--- src/rtl/gpu_pkg.sv ---
// gpu_pkg: shared types and constants for the triangle dispatch path.
//   TRI_WIDTH              bits per assembled triangle (vertices + color)
//   FRAME_START/FRAME_END  levels of the frame_end marker input
//   disp_state_t           dispatcher frame-sequencing states
//   tri_t                  one assembled triangle
package gpu_pkg;
    localparam int TRI_WIDTH = 168;

    localparam logic FRAME_START = 1'b0;
    localparam logic FRAME_END   = 1'b1;

    typedef enum logic [1:0] {IDLE, RUN, DRAIN, DONE} disp_state_t;

    typedef logic [TRI_WIDTH-1:0] tri_t;
endpackage

--- src/rtl/tri_dispatcher_if.sv ---
// tri_dispatcher_if: assembler-side and rasterizer-side signals of the
// dispatcher.
//   enable, frame_end             host frame control
//   texel_buffer/ready/read       assembler ready/read handshake
//   lane_busy/lane_start/lane_tri rasterizer lane array
//   frame_done, tri_count         frame status
// modport master: the dispatcher; modport slave: its environment.
interface tri_dispatcher_if #(
    parameter int NUM_LANES = 4,
    parameter int TRI_WIDTH = 168,
    parameter int CNT_WIDTH = 16
);
    logic                 enable;
    logic                 frame_end;
    logic [TRI_WIDTH-1:0] texel_buffer;
    logic                 texel_ready;
    logic                 texel_read;
    logic [NUM_LANES-1:0] lane_busy;
    logic [NUM_LANES-1:0] lane_start;
    logic [TRI_WIDTH-1:0] lane_tri;
    logic                 frame_done;
    logic [CNT_WIDTH-1:0] tri_count;

    modport master (
        input  enable, frame_end, texel_buffer, texel_ready, lane_busy,
        output texel_read, lane_start, lane_tri, frame_done, tri_count
    );

    modport slave (
        output enable, frame_end, texel_buffer, texel_ready, lane_busy,
        input  texel_read, lane_start, lane_tri, frame_done, tri_count
    );
endinterface

--- src/rtl/tri_dispatcher_fifo.sv ---
// tri_fifo: synchronous FIFO for buffered triangles.
//   clk, rst      clock, synchronous active-high reset (empties the FIFO)
//   push, din     write port (caller never pushes when full)
//   pop, dout     read port; dout is the head entry, valid when !empty
//   full, empty   decoded from the registered occupancy count
module tri_fifo #(
    parameter int W     = 168,
    parameter int DEPTH = 4
) (
    input  logic         clk,
    input  logic         rst,
    input  logic         push,
    input  logic [W-1:0] din,
    input  logic         pop,
    output logic [W-1:0] dout,
    output logic         full,
    output logic         empty
);
    localparam int AW = $clog2(DEPTH);

    logic [W-1:0]  mem [DEPTH];
    logic [AW-1:0] wr_ptr, rd_ptr;
    logic [AW:0]   count;

    assign full  = (count == (AW+1)'(DEPTH));
    assign empty = (count == '0);
    assign dout  = mem[rd_ptr];

    always_ff @(posedge clk) begin
        if (rst) begin
            wr_ptr <= '0;
            rd_ptr <= '0;
            count  <= '0;
        end else begin
            // DEPTH is a power of two, so the pointers wrap for free.
            if (push) begin
                mem[wr_ptr] <= din;
                wr_ptr      <= wr_ptr + AW'(1);
            end
            if (pop)
                rd_ptr <= rd_ptr + AW'(1);
            case ({push, pop})
                2'b10:   count <= count + (AW+1)'(1);
                2'b01:   count <= count - (AW+1)'(1);
                default: ;
            endcase
        end
    end
endmodule

--- src/rtl/tri_dispatcher.sv ---
// tri_dispatcher: drains triangles from the assembler into a small FIFO and
// hands them round-robin to the rasterizer lanes, sequencing each frame
// through IDLE -> RUN -> DRAIN -> DONE.
//   clk, rst  clock, synchronous active-high reset
//   bus       tri_dispatcher_if.master (assembler handshake, lane array,
//             frame control and status)
module tri_dispatcher
    import gpu_pkg::*;
#(
    parameter int NUM_LANES  = 4,
    parameter int TRI_WIDTH  = gpu_pkg::TRI_WIDTH,
    parameter int FIFO_DEPTH = 4,
    parameter int CNT_WIDTH  = 16
) (
    input logic              clk,
    input logic              rst,
    tri_dispatcher_if.master bus
);
    localparam int LW = $clog2(NUM_LANES);

    disp_state_t          state, state_nxt;
    logic                 guard;
    logic [LW-1:0]        rr_ptr, sel;
    logic [LW:0]          idx;
    logic                 found, dispatch;
    logic                 fifo_full, fifo_empty;
    logic [TRI_WIDTH-1:0] head;

    // guard hides the assembler's ready level for the cycle it needs to
    // drop it after a read.
    assign bus.texel_read = bus.texel_ready & bus.enable & (state == RUN)
                          & ~fifo_full & ~guard;
    assign bus.frame_done = (state == DONE);

    tri_fifo #(.W(TRI_WIDTH), .DEPTH(FIFO_DEPTH)) u_fifo (
        .clk   (clk),
        .rst   (rst),
        .push  (bus.texel_read),
        .din   (bus.texel_buffer),
        .pop   (dispatch),
        .dout  (head),
        .full  (fifo_full),
        .empty (fifo_empty)
    );

    // First free lane from rr_ptr upward. A lane started last cycle still
    // shows busy low, so lane_start masks it too.
    always_comb begin
        found = 1'b0;
        sel   = '0;
        idx   = '0;
        for (int k = 0; k < NUM_LANES; k++) begin
            idx = {1'b0, rr_ptr} + (LW+1)'(k);
            if (idx >= (LW+1)'(NUM_LANES))
                idx = idx - (LW+1)'(NUM_LANES);
            if (!found && !bus.lane_busy[idx[LW-1:0]] && !bus.lane_start[idx[LW-1:0]]) begin
                found = 1'b1;
                sel   = idx[LW-1:0];
            end
        end
    end

    assign dispatch = ((state == RUN) || (state == DRAIN)) && !fifo_empty && found;

    always_comb begin
        state_nxt = state;
        case (state)
            IDLE:    if (bus.enable) state_nxt = RUN;
            RUN:     if (bus.frame_end) state_nxt = DRAIN;
            DRAIN:   if (fifo_empty && bus.lane_busy == '0 && bus.lane_start == '0)
                         state_nxt = DONE;
            DONE:    state_nxt = IDLE;
            default: state_nxt = IDLE;
        endcase
    end

    always_ff @(posedge clk) begin
        if (rst) begin
            state          <= IDLE;
            guard          <= 1'b0;
            rr_ptr         <= '0;
            bus.lane_start <= '0;
            bus.lane_tri   <= '0;
            bus.tri_count  <= '0;
        end else begin
            state          <= state_nxt;
            guard          <= bus.texel_read;
            bus.lane_start <= dispatch ? (NUM_LANES'(1) << sel) : '0;
            if (dispatch) begin
                bus.lane_tri <= head;
                rr_ptr       <= (sel == LW'(NUM_LANES-1)) ? '0 : sel + LW'(1);
            end
            // Count persists through DONE/IDLE until the next frame opens.
            if (state == IDLE && bus.enable)
                bus.tri_count <= '0;
            else if (bus.texel_read && bus.tri_count != '1)
                bus.tri_count <= bus.tri_count + CNT_WIDTH'(1);
        end
    end
endmodule

--- src/flat_wrapper.sv ---
// flat-port wrapper written by rule: the top's interface ports become plain ports
module tri_dispatcher_flat import gpu_pkg::*;
#(
    parameter int NUM_LANES  = 4,
    parameter int TRI_WIDTH  = gpu_pkg::TRI_WIDTH,
    parameter int FIFO_DEPTH = 4,
    parameter int CNT_WIDTH  = 16
)
  (clk, rst, bus_enable, bus_frame_end, bus_texel_buffer, bus_texel_ready, bus_lane_busy, bus_texel_read, bus_lane_start, bus_lane_tri, bus_frame_done, bus_tri_count);
  tri_dispatcher_if #(.NUM_LANES(NUM_LANES), .TRI_WIDTH(TRI_WIDTH), .CNT_WIDTH(CNT_WIDTH)) bus_i ();
  input logic clk;
  input logic rst;
  input wire logic [$bits(bus_i.enable)-1:0] bus_enable;
  input wire logic [$bits(bus_i.frame_end)-1:0] bus_frame_end;
  input wire logic [$bits(bus_i.texel_buffer)-1:0] bus_texel_buffer;
  input wire logic [$bits(bus_i.texel_ready)-1:0] bus_texel_ready;
  input wire logic [$bits(bus_i.lane_busy)-1:0] bus_lane_busy;
  output wire logic [$bits(bus_i.texel_read)-1:0] bus_texel_read;
  output wire logic [$bits(bus_i.lane_start)-1:0] bus_lane_start;
  output wire logic [$bits(bus_i.lane_tri)-1:0] bus_lane_tri;
  output wire logic [$bits(bus_i.frame_done)-1:0] bus_frame_done;
  output wire logic [$bits(bus_i.tri_count)-1:0] bus_tri_count;
  assign bus_i.enable = bus_enable;
  assign bus_i.frame_end = bus_frame_end;
  assign bus_i.texel_buffer = bus_texel_buffer;
  assign bus_i.texel_ready = bus_texel_ready;
  assign bus_i.lane_busy = bus_lane_busy;
  assign bus_texel_read = bus_i.texel_read;
  assign bus_lane_start = bus_i.lane_start;
  assign bus_lane_tri = bus_i.lane_tri;
  assign bus_frame_done = bus_i.frame_done;
  assign bus_tri_count = bus_i.tri_count;
  tri_dispatcher #(.NUM_LANES(NUM_LANES), .TRI_WIDTH(TRI_WIDTH), .FIFO_DEPTH(FIFO_DEPTH), .CNT_WIDTH(CNT_WIDTH)) u_core (.clk(clk), .rst(rst), .bus(bus_i));
endmodule
--- config.mk ---
export PLATFORM = sky130hd
export DESIGN_NAME = tri_dispatcher_flat
export DESIGN_NICKNAME = d
export VERILOG_FILES = /design/src/rtl/gpu_pkg.sv /design/src/rtl/tri_dispatcher_if.sv /design/src/rtl/tri_dispatcher_fifo.sv /design/src/rtl/tri_dispatcher.sv /design/src/flat_wrapper.sv
export SDC_FILE = /design/constraint.sdc
export NUM_CORES = 1
export LEC_CHECK = 0
export ABC_AREA = 1
export CAP_MARGIN = 25
export CORE_ASPECT_RATIO = 0.75
export CORE_UTILIZATION = 44
export CTS_CLUSTER_DIAMETER = 100
export CTS_CLUSTER_SIZE = 12
export DETAILED_ROUTE_END_ITERATION = 8
export GPL_TIMING_DRIVEN = 0
export PLACE_DENSITY = 0.7
export SLEW_MARGIN = 20
export SYNTH_ARGS = -nofsm -noshare
export SYNTH_HDL_FRONTEND = slang
export SYNTH_HIERARCHICAL = 1
export SYNTH_SLANG_ARGS = --single-unit
--- constraint.sdc ---
create_clock -name clk -period 22.7 [get_ports clk]
set_input_delay 2.27 -clock clk [delete_from_list [all_inputs] [get_ports clk]]
set_output_delay 2.27 -clock clk [all_outputs]
set_load 0.02 [all_outputs]
==> results of run 1 <==
[final cells by class]
class	count	area share
multi-input combinational	1542	0.173
tap	957	0.0297
inverter	55	0.00519
antenna	5	0.000311
buffer	149	0.0188
timing repair buffer	400	0.111
clock buffer	150	0.0612
sequential	874	0.601
[logic make-up after synthesis]
logic type	after synthesis
compound gates	553
xor+xnor	1
fa+ha+maj	12
buf+inv	204
flops	874
simple gates	976
[worst min path at each step]
stage,endpoint,slack (ns),depth (start not counted),start
2_1_floorplan,register,0.41,1,u_core/u_fifo/rd_ptr[1]
3_3_place_gp,u_core/bus.lane_tri[23],0.43,2,u_core/bus.lane_tri[23]
3_5_place_dp,u_core/bus.lane_tri[122],0.43,2,u_core/bus.lane_tri[122]
4_1_cts,u_core/u_fifo/rd_ptr[1],0.44,1,u_core/u_fifo/rd_ptr[1]
5_1_grt,u_core/bus.lane_tri[139],0.46,2,u_core/bus.lane_tri[139]
6_report,register,0.44,1,u_core/u_fifo/rd_ptr[1]
[synthesized netlist by cell type, types with 2 or more instances]
library cell and number:
nand4_1 4, nor4_1 2, clkbuf_1 70, clkbuf_2 2
o21ai_1 9, a21oi_1 19, buf_6 13, nor3_1 10
or2_2 2, nand3_1 22, edfxtp_1 672, o21a_1 2
buf_4 7, o21ai_0 350, inv_2 5, nand2_1 568
nor2_1 364, ha_1 11, inv_1 49, buf_2 57
dfxtp_1 202, o22ai_1 168
[flip-flops by register name, summed over array words and instances, names as in the netlist, named ones only]
signal,cells
u_core/bus.lane_start,4
u_core/rr_ptr,2
u_core/guard,1
u_core/u_fifo/wr_ptr,2
u_core/bus.tri_count,16
u_core/u_fifo/count,3
u_core/state,2
u_core/bus.lane_tri,168
u_core/u_fifo/rd_ptr,2
u_core/u_fifo/mem,672
[layer usage]
layer  share of wire  GRT usage  vias up
li1                -          -    10200
met1            0.42      0.297    10400
met2            0.47      0.350      803
met3           0.090     0.0597      144
met4           0.025     0.0695       20
met5          0.0016          0        -
[power groups by stage]
stage | logic, mW | clock network (mW) | registers, mW
after detailed placement | 0.946 | 0 | 1.90
after floorplan | 0.434 | 0 | 1.99
after global placement | 0.927 | 0 | 1.91
after global routing | 1.03 | 1.37 | 1.88
after CTS | 0.951 | 1.31 | 1.87
final | 0.949 | 1.29 | 1.87
==> summary.md, run 1 <==
| Metric | Value |
|---|---|
| Combinational share of power | 0.231 |
| Post-Syn Nets | around 2800 |
| Period Utilization, post-route | 0.270 |
| Leak Pwr | 14.4 nW |
| Critical-path top delay cell | clkdlybuf4s50_1 |
| Worst Max-Slew Pin Slew | a little over 0.7 ns |
| Top_reg_cell synth | edfxtp_1 |
| Die width | 314 um |
| Peak supply drop | 0.0741 mV |
| Drt pass-1 iters | 6 |
| Simple-gate share of the synthesized area | 0.117 |
| RSZ-0062 raised after global routing | false |
| Setup crit end | bus_texel_read |
| Via-per-instance ratio | 5.22 |
| H-tree depth | 3 |
| Internal power | 2.88 mW |
| Clk buf depth | 3 |
| Hold WC Path Type | register to register |
| Fin. Hold Viols | 0 |
| Syn_area_per_cell | 12.3 um^2 |
| Detailed-route via count | ~22000 |
| Compound-Gate Fraction of Synth Area | 0.0934 |
| Library cells used by synthesis | 34 |
| PD cells | 102 nW/um^2 |
| Post-CTS Setup Inserts | 0 |
| R2R Path Start | u_core/u_fifo/count[1] |
| Port bufs | 366 |
| DRC viols | 0 |
| Pre-CTS WS | 16.55 ns |
| CP endpoint kind | output port |
| Final ANT Viol Nets | 0 |
| FP Rows | 85 |
| Final core area utilization | 0.559 |
| Die area | 74100 um^2 |
| Mapped Cells | 2620 |
| Crit Path Class | primary input to output port |
| Placed Area | 37800 um^2 |
| Commonest non-fill, non-tap cell in the layout | edfxtp_1 |
| Root buffer cell | clkbuf_16 |
| CP cell instances | clkdlybuf4s50_1 > inv_1 > nor3_1 > nand3_1 > inv_1 > clkdlybuf4s50_1 |
| Fillers | 5819 |
| Initial antenna violation count | 16 |
| Pin count of the biggest net entering global routing | 25 |
| Worst setup margin | 16.57 ns |
| First-pass GRT wire length | approximately 120 mm |
| Tot Pwr | a little over 4 mW |
| Seq cells post-synth | 874 |
| Switching share of power | 0.299 |
| CP Launch Point | bus_enable |
| CP max FO | 4 |
| Clock slew at reported path FFs | about 0.06 ns |
| CTS resizes | 0 |
| Clock power frac | 0.314 |
| Final critical-path required period | 6.13 ns |
| RR Endpoint | u_core/u_fifo/mem[3][97] |
| Average wire per standard cell | between 20 and 25 um |
| Area delta synth->final | 25.4% |
| Slew HR | 0.528 |
| Worst-Skew Late Latency | between 0.6 and 0.7 ns |
| Initial DRC Count | 2076 |
| Worst path required time | 20.43 ns |
| GPL Wtd Cong | ~0.8 |
| Cell Count, Final, Fillers Out | 4132 |
| Post-synth EDFFs | between 600 and 700 |
| CTS Sinks | 874 |
| Io pins | 367 |
| Synth top area cells | edfxtp_1 63%, dfxtp_1 13%, nand2_1 6.6% |
| Slew Limit Fails | 0 |
| Core area | approximately 72000 um^2 |
| Largest stage delay on the critical path | 0.62 ns |
| Synth top area share | 0.628 |
| Fin area | about 40000 um^2 |
| WHS | between 0.4 and 0.5 ns |
| Hpwl dp | 54.4 mm |
| Placed insts | 3977 |
| Worst path top cell family by delay | buffers and inverters |
| Max_cap viols | 0 |
| Nets | about 3300 |
| GR Overflow Total | 0 |
| Post-synth top area cell | edfxtp_1 |
| Clock tree from TritonCTS | done |
| Worst setup SP type | primary input |
| GRT Total Usage | 0.221 |
| FMAX | approximately 160 MHz |
| Async SR Flop Fraction | 0 |
| Die H | 236 um |
| Critical path depth | 6 |
| Setup TNS | 0 ns |
| Crit path buffers/inverters | 4 |
| Sequential cell area | 24200 um^2 |
| Status | finished clean |
| Sequential power share | 0.455 |
| Most frequent cells in the layout | 672 x edfxtp_1, 568 x nand2_1, 366 x clkdlybuf4s50_1, 360 x nor2_1, 350 x o21ai_0 |
| NetSw | 1.23 mW |
| Drt total wl | 82.8 mm |
| Setup violations, final | 0 |
| Initial core utilization | 0.446 |
| Clk_skew | 0.0203 ns |
| Mux cell area share after synthesis | 0 |
| Layout cells sized above 1 | 0.0694 |
| Mapped Area | between 30000 and 40000 um^2 |
| Syn. warnings | 6 |
| TritonCTS buffer count | 82 |
| R2R Setup Slk | 19.48 ns |
| Worst r2r path cells | 11 |
| Largest family of logic cells by synthesized area | simple AND/OR/NAND/NOR gates |
| Xor/xnor share of the synthesized area | 0.000273 |
| Worst endpoint data arrival time | 3.86 ns |
| Adder-Cell Fraction of Synth Area | 0.00491 |
| Multi-input gate area | 6950 um^2 |
| Hold Buf Count CTS | 0 |
| Sequential area share after synthesis | 0.754 |
| Vias in the first global route | 20900 |
(Power assumes the default switching activity.)
==> run 2: changes to the inputs <==
Settings changed: PLACE_DENSITY 0.7 to 0.73.
Clock period 22.7 ns to 5.01 ns, I/O delays scaled along.
==> run 2 against run 1 <==
Utilization is 0.063 points lower. Final area decreased by 0.11%. Sequential power increased to 4.5 times the previous value. Sequential share of layout area up 0.067 points. Worst hold slack better by 0.0029 ns. Critical path depth rose by 6. Final cell count about the same. Critical endpoint is now u_core/u_fifo/mem[0][147]. Largest cell class unchanged.
==> summary.md, run 2 (synthesis gave the netlist of run 1 again) <==
| Metric | Value |
|---|---|
| Clock slew at reported path FFs | 0.06 ns (about the same) |
| Hold WC Path Type | register to register |
| Max_cap viols | 0 (unchanged) |
| Die H | 236 um (unchanged) |
| Top flop regs | u_core/u_fifo/mem: 672 flops, u_core/bus.lane_tri: 168 flops, u_core/bus.tri_count: 16 flops |
| Pin count of the biggest net entering global routing | 25 (unchanged) |
| Largest Register | u_core/u_fifo/mem |
| DRC viols | 0 (unchanged) |
| Sequential cell area | 24200 um^2 (unchanged) |
| Worst Max-Slew Pin Slew | 0.863 ns (+0.156 ns) |
| Final critical-path required period | between 3 and 4 ns |
| CP cell instances | inv_1 > nor3_1 > nor3_1 > nand3_1 > inv_1 > nand2_1 > nor2_4 > buf_16 > buf_16 > buf_16 > buf_16 > buf_16 |
| Slew HR | 0.425 (-0.103) |
| Clk_skew | 0.0182 ns (-0.00214 ns) |
| Critical-path top delay cell | nor2_4 |
| Cell Count, Final, Fillers Out | 4133 (+0.024%) |
| GR Overflow Total | 0 (unchanged) |
| Multi-input gate area | 6950 um^2 (unchanged) |
| Fin. Hold Viols | 0 (unchanged) |
| Pre-CTS WS | 1.24 ns (-15.31 ns) |
| Die area | 74100 um^2 (unchanged) |
| Clk buf depth | 3 (unchanged) |
| Fillers | 5817 (-0.034%) |
| Initial DRC Count | 2035 (-2.0%) |
| Tot Pwr | 18.6 mW (+350%) |
| RSZ-0062 raised after global routing | false |
| GPL Wtd Cong | 0.827 (+1.7%) |
| Clock tree from TritonCTS | done |
| FP Rows | 85 (unchanged) |
| Commonest non-fill, non-tap cell in the layout | edfxtp_1 |
| Worst-Skew Late Latency | 0.63 ns (about the same) |
| Peak supply drop | 0.346 mV (+370%) |
| Final ANT Viol Nets | 0 (unchanged) |
| GRT Total Usage | 0.223 (+0.00205) |
| Crit path top cell by count | buf_16 |
| CP endpoint kind | register |
| Worst setup SP type | register |
| Largest stage delay on the critical path | 0.67 ns (+0.05 ns) |
| Worst endpoint data arrival time | 3.53 ns (-0.33 ns) |
| Layout cells sized above 1 | 0.0694 (about the same) |
| Drt pass-1 iters | 5 (-1) |
| Slew Limit Fails | 0 (unchanged) |
| CTS Sinks | 874 (unchanged) |
| FMAX | approximately 310 MHz |
| CTS resizes | 0 (unchanged) |
| Drt total wl | 84.1 mm (+1.6%) |
| H-tree depth | 3 (unchanged) |
| Vias in the first global route | 20500 (-2.0%) |
| Hpwl dp | 55.6 mm (+2.1%) |
| Port bufs | 366 (unchanged) |
| Worst setup margin | 1.81 ns (-14.76 ns) |
| Core area | 72000 um^2 (unchanged) |
| Final core area utilization | 0.559 (-0.000626) |
| Placed insts | 3977 (unchanged) |
| Area delta synth->final | 25.3% |
| Leak Pwr | 14.3 nW (-0.18%) |
| First-pass GRT wire length | 124 mm (+0.62%) |
| Io pins | 367 (unchanged) |
| Die width | 314 um (unchanged) |
| WHS | 0.441 ns (+0.00295 ns) |
| Setup violations, final | 0 (unchanged) |
| Hold Buf Count CTS | 0 (unchanged) |
| Post-CTS Setup Inserts | 0 (unchanged) |
| Average wire per standard cell | 20.4 um (+1.6%) |
| Detailed-route via count | 21700 (+0.72%) |
| Most frequent cells in the layout | 672 x edfxtp_1, 568 x nand2_1, 366 x clkdlybuf4s50_1, 360 x nor2_1, 350 x o21ai_0 |
| Period Utilization, post-route | 0.639 |
| Nets | 3293 (unchanged) |
| Via-per-instance ratio | 5.25 (+0.70%) |
| Crit Path Class | register to register |
| Initial core utilization | 0.446 (unchanged) |
| Status | finished clean |
| TritonCTS buffer count | 82 (unchanged) |
| CP max FO | 18 (+14) |
| Worst path required time | 5.34 ns (-15.09 ns) |
| Root buffer cell | clkbuf_16 |
| Initial antenna violation count | 13 (-3) |
| PD cells | 462 nW/um^2 (+350%) |
| Max reg flops | 672 (unchanged) |
run 2: changes by cell type in the layout (fill, tap and decap cells not counted):
cell,previous run,this run
inv_6,0,1
clkinv_8,0,2
buf_12,17,20
inv_16,0,1
buf_8,1,0
clkbuf_16,89,85
buf_16,16,14
clkbuf_1,130,131
run 2: final cells by class:
class                           instances  area share
Antenna cell                            5    0.000311
Buffer                                149      0.0188
Clock buffer                          147      0.0589
Clock inverter                          4     0.00152
Inverter                               55     0.00519
Multi-Input combinational cell       1542       0.173
Sequential cell                       874       0.602
Tap cell                              957      0.0298
Timing Repair Buffer                  400       0.111
run 2: through the flow:
stage	setup TNS [ns]	instance area, um^2
floorplan	-664.80	32100
global placement	-3372.46	37000
detailed placement	0	37800
CTS	0	40200
global route	0	40200
finish	0	40200
run 2: worst paths after layout:
path / startpoint / endpoint / slack [ns] / cells after the start
max: u_core/u_fifo/count[2] / u_core/u_fifo/mem[0][147] / 1.81 / 12
max reg2reg: u_core/u_fifo/count[2] / u_core/u_fifo/mem[0][147] / 1.81 / 12
min: u_core/u_fifo/rd_ptr[1] / register / 0.44 / 1
min reg2reg: u_core/u_fifo/rd_ptr[1] / register / 0.44 / 1
run 2: critical path: cells and delay by family, from the launching register on:
| kind | cells | cell delay, ns |
|---|---|---|
| and+or+nand+nor | 5 | 1.33 |
| DFF | 1 | 0.33 |
| buffers and inverters | 7 | 1.21 |
run 2: metal layers:
| metal | GRT usage | vias to the layer above | wire length [um] |
|---|---|---|---|
| met3 | 0.0496 | 139 | 6670 |
| met4 | 0.0605 | 16 | 1750 |
| met2 | 0.351 | 837 | 39300 |
| met5 | 0 | - | 98 |
| li1 | - | 10200 | - |
| met1 | 0.313 | 10500 | 36300 |
run 2: report_power, final:
part | switching [mW] | internal (mW)
Sequential | 0.236 | 8.24
Combinational | 2.83 | 1.51
Clock | 2.57 | 3.20
Total | 5.64 | 12.9
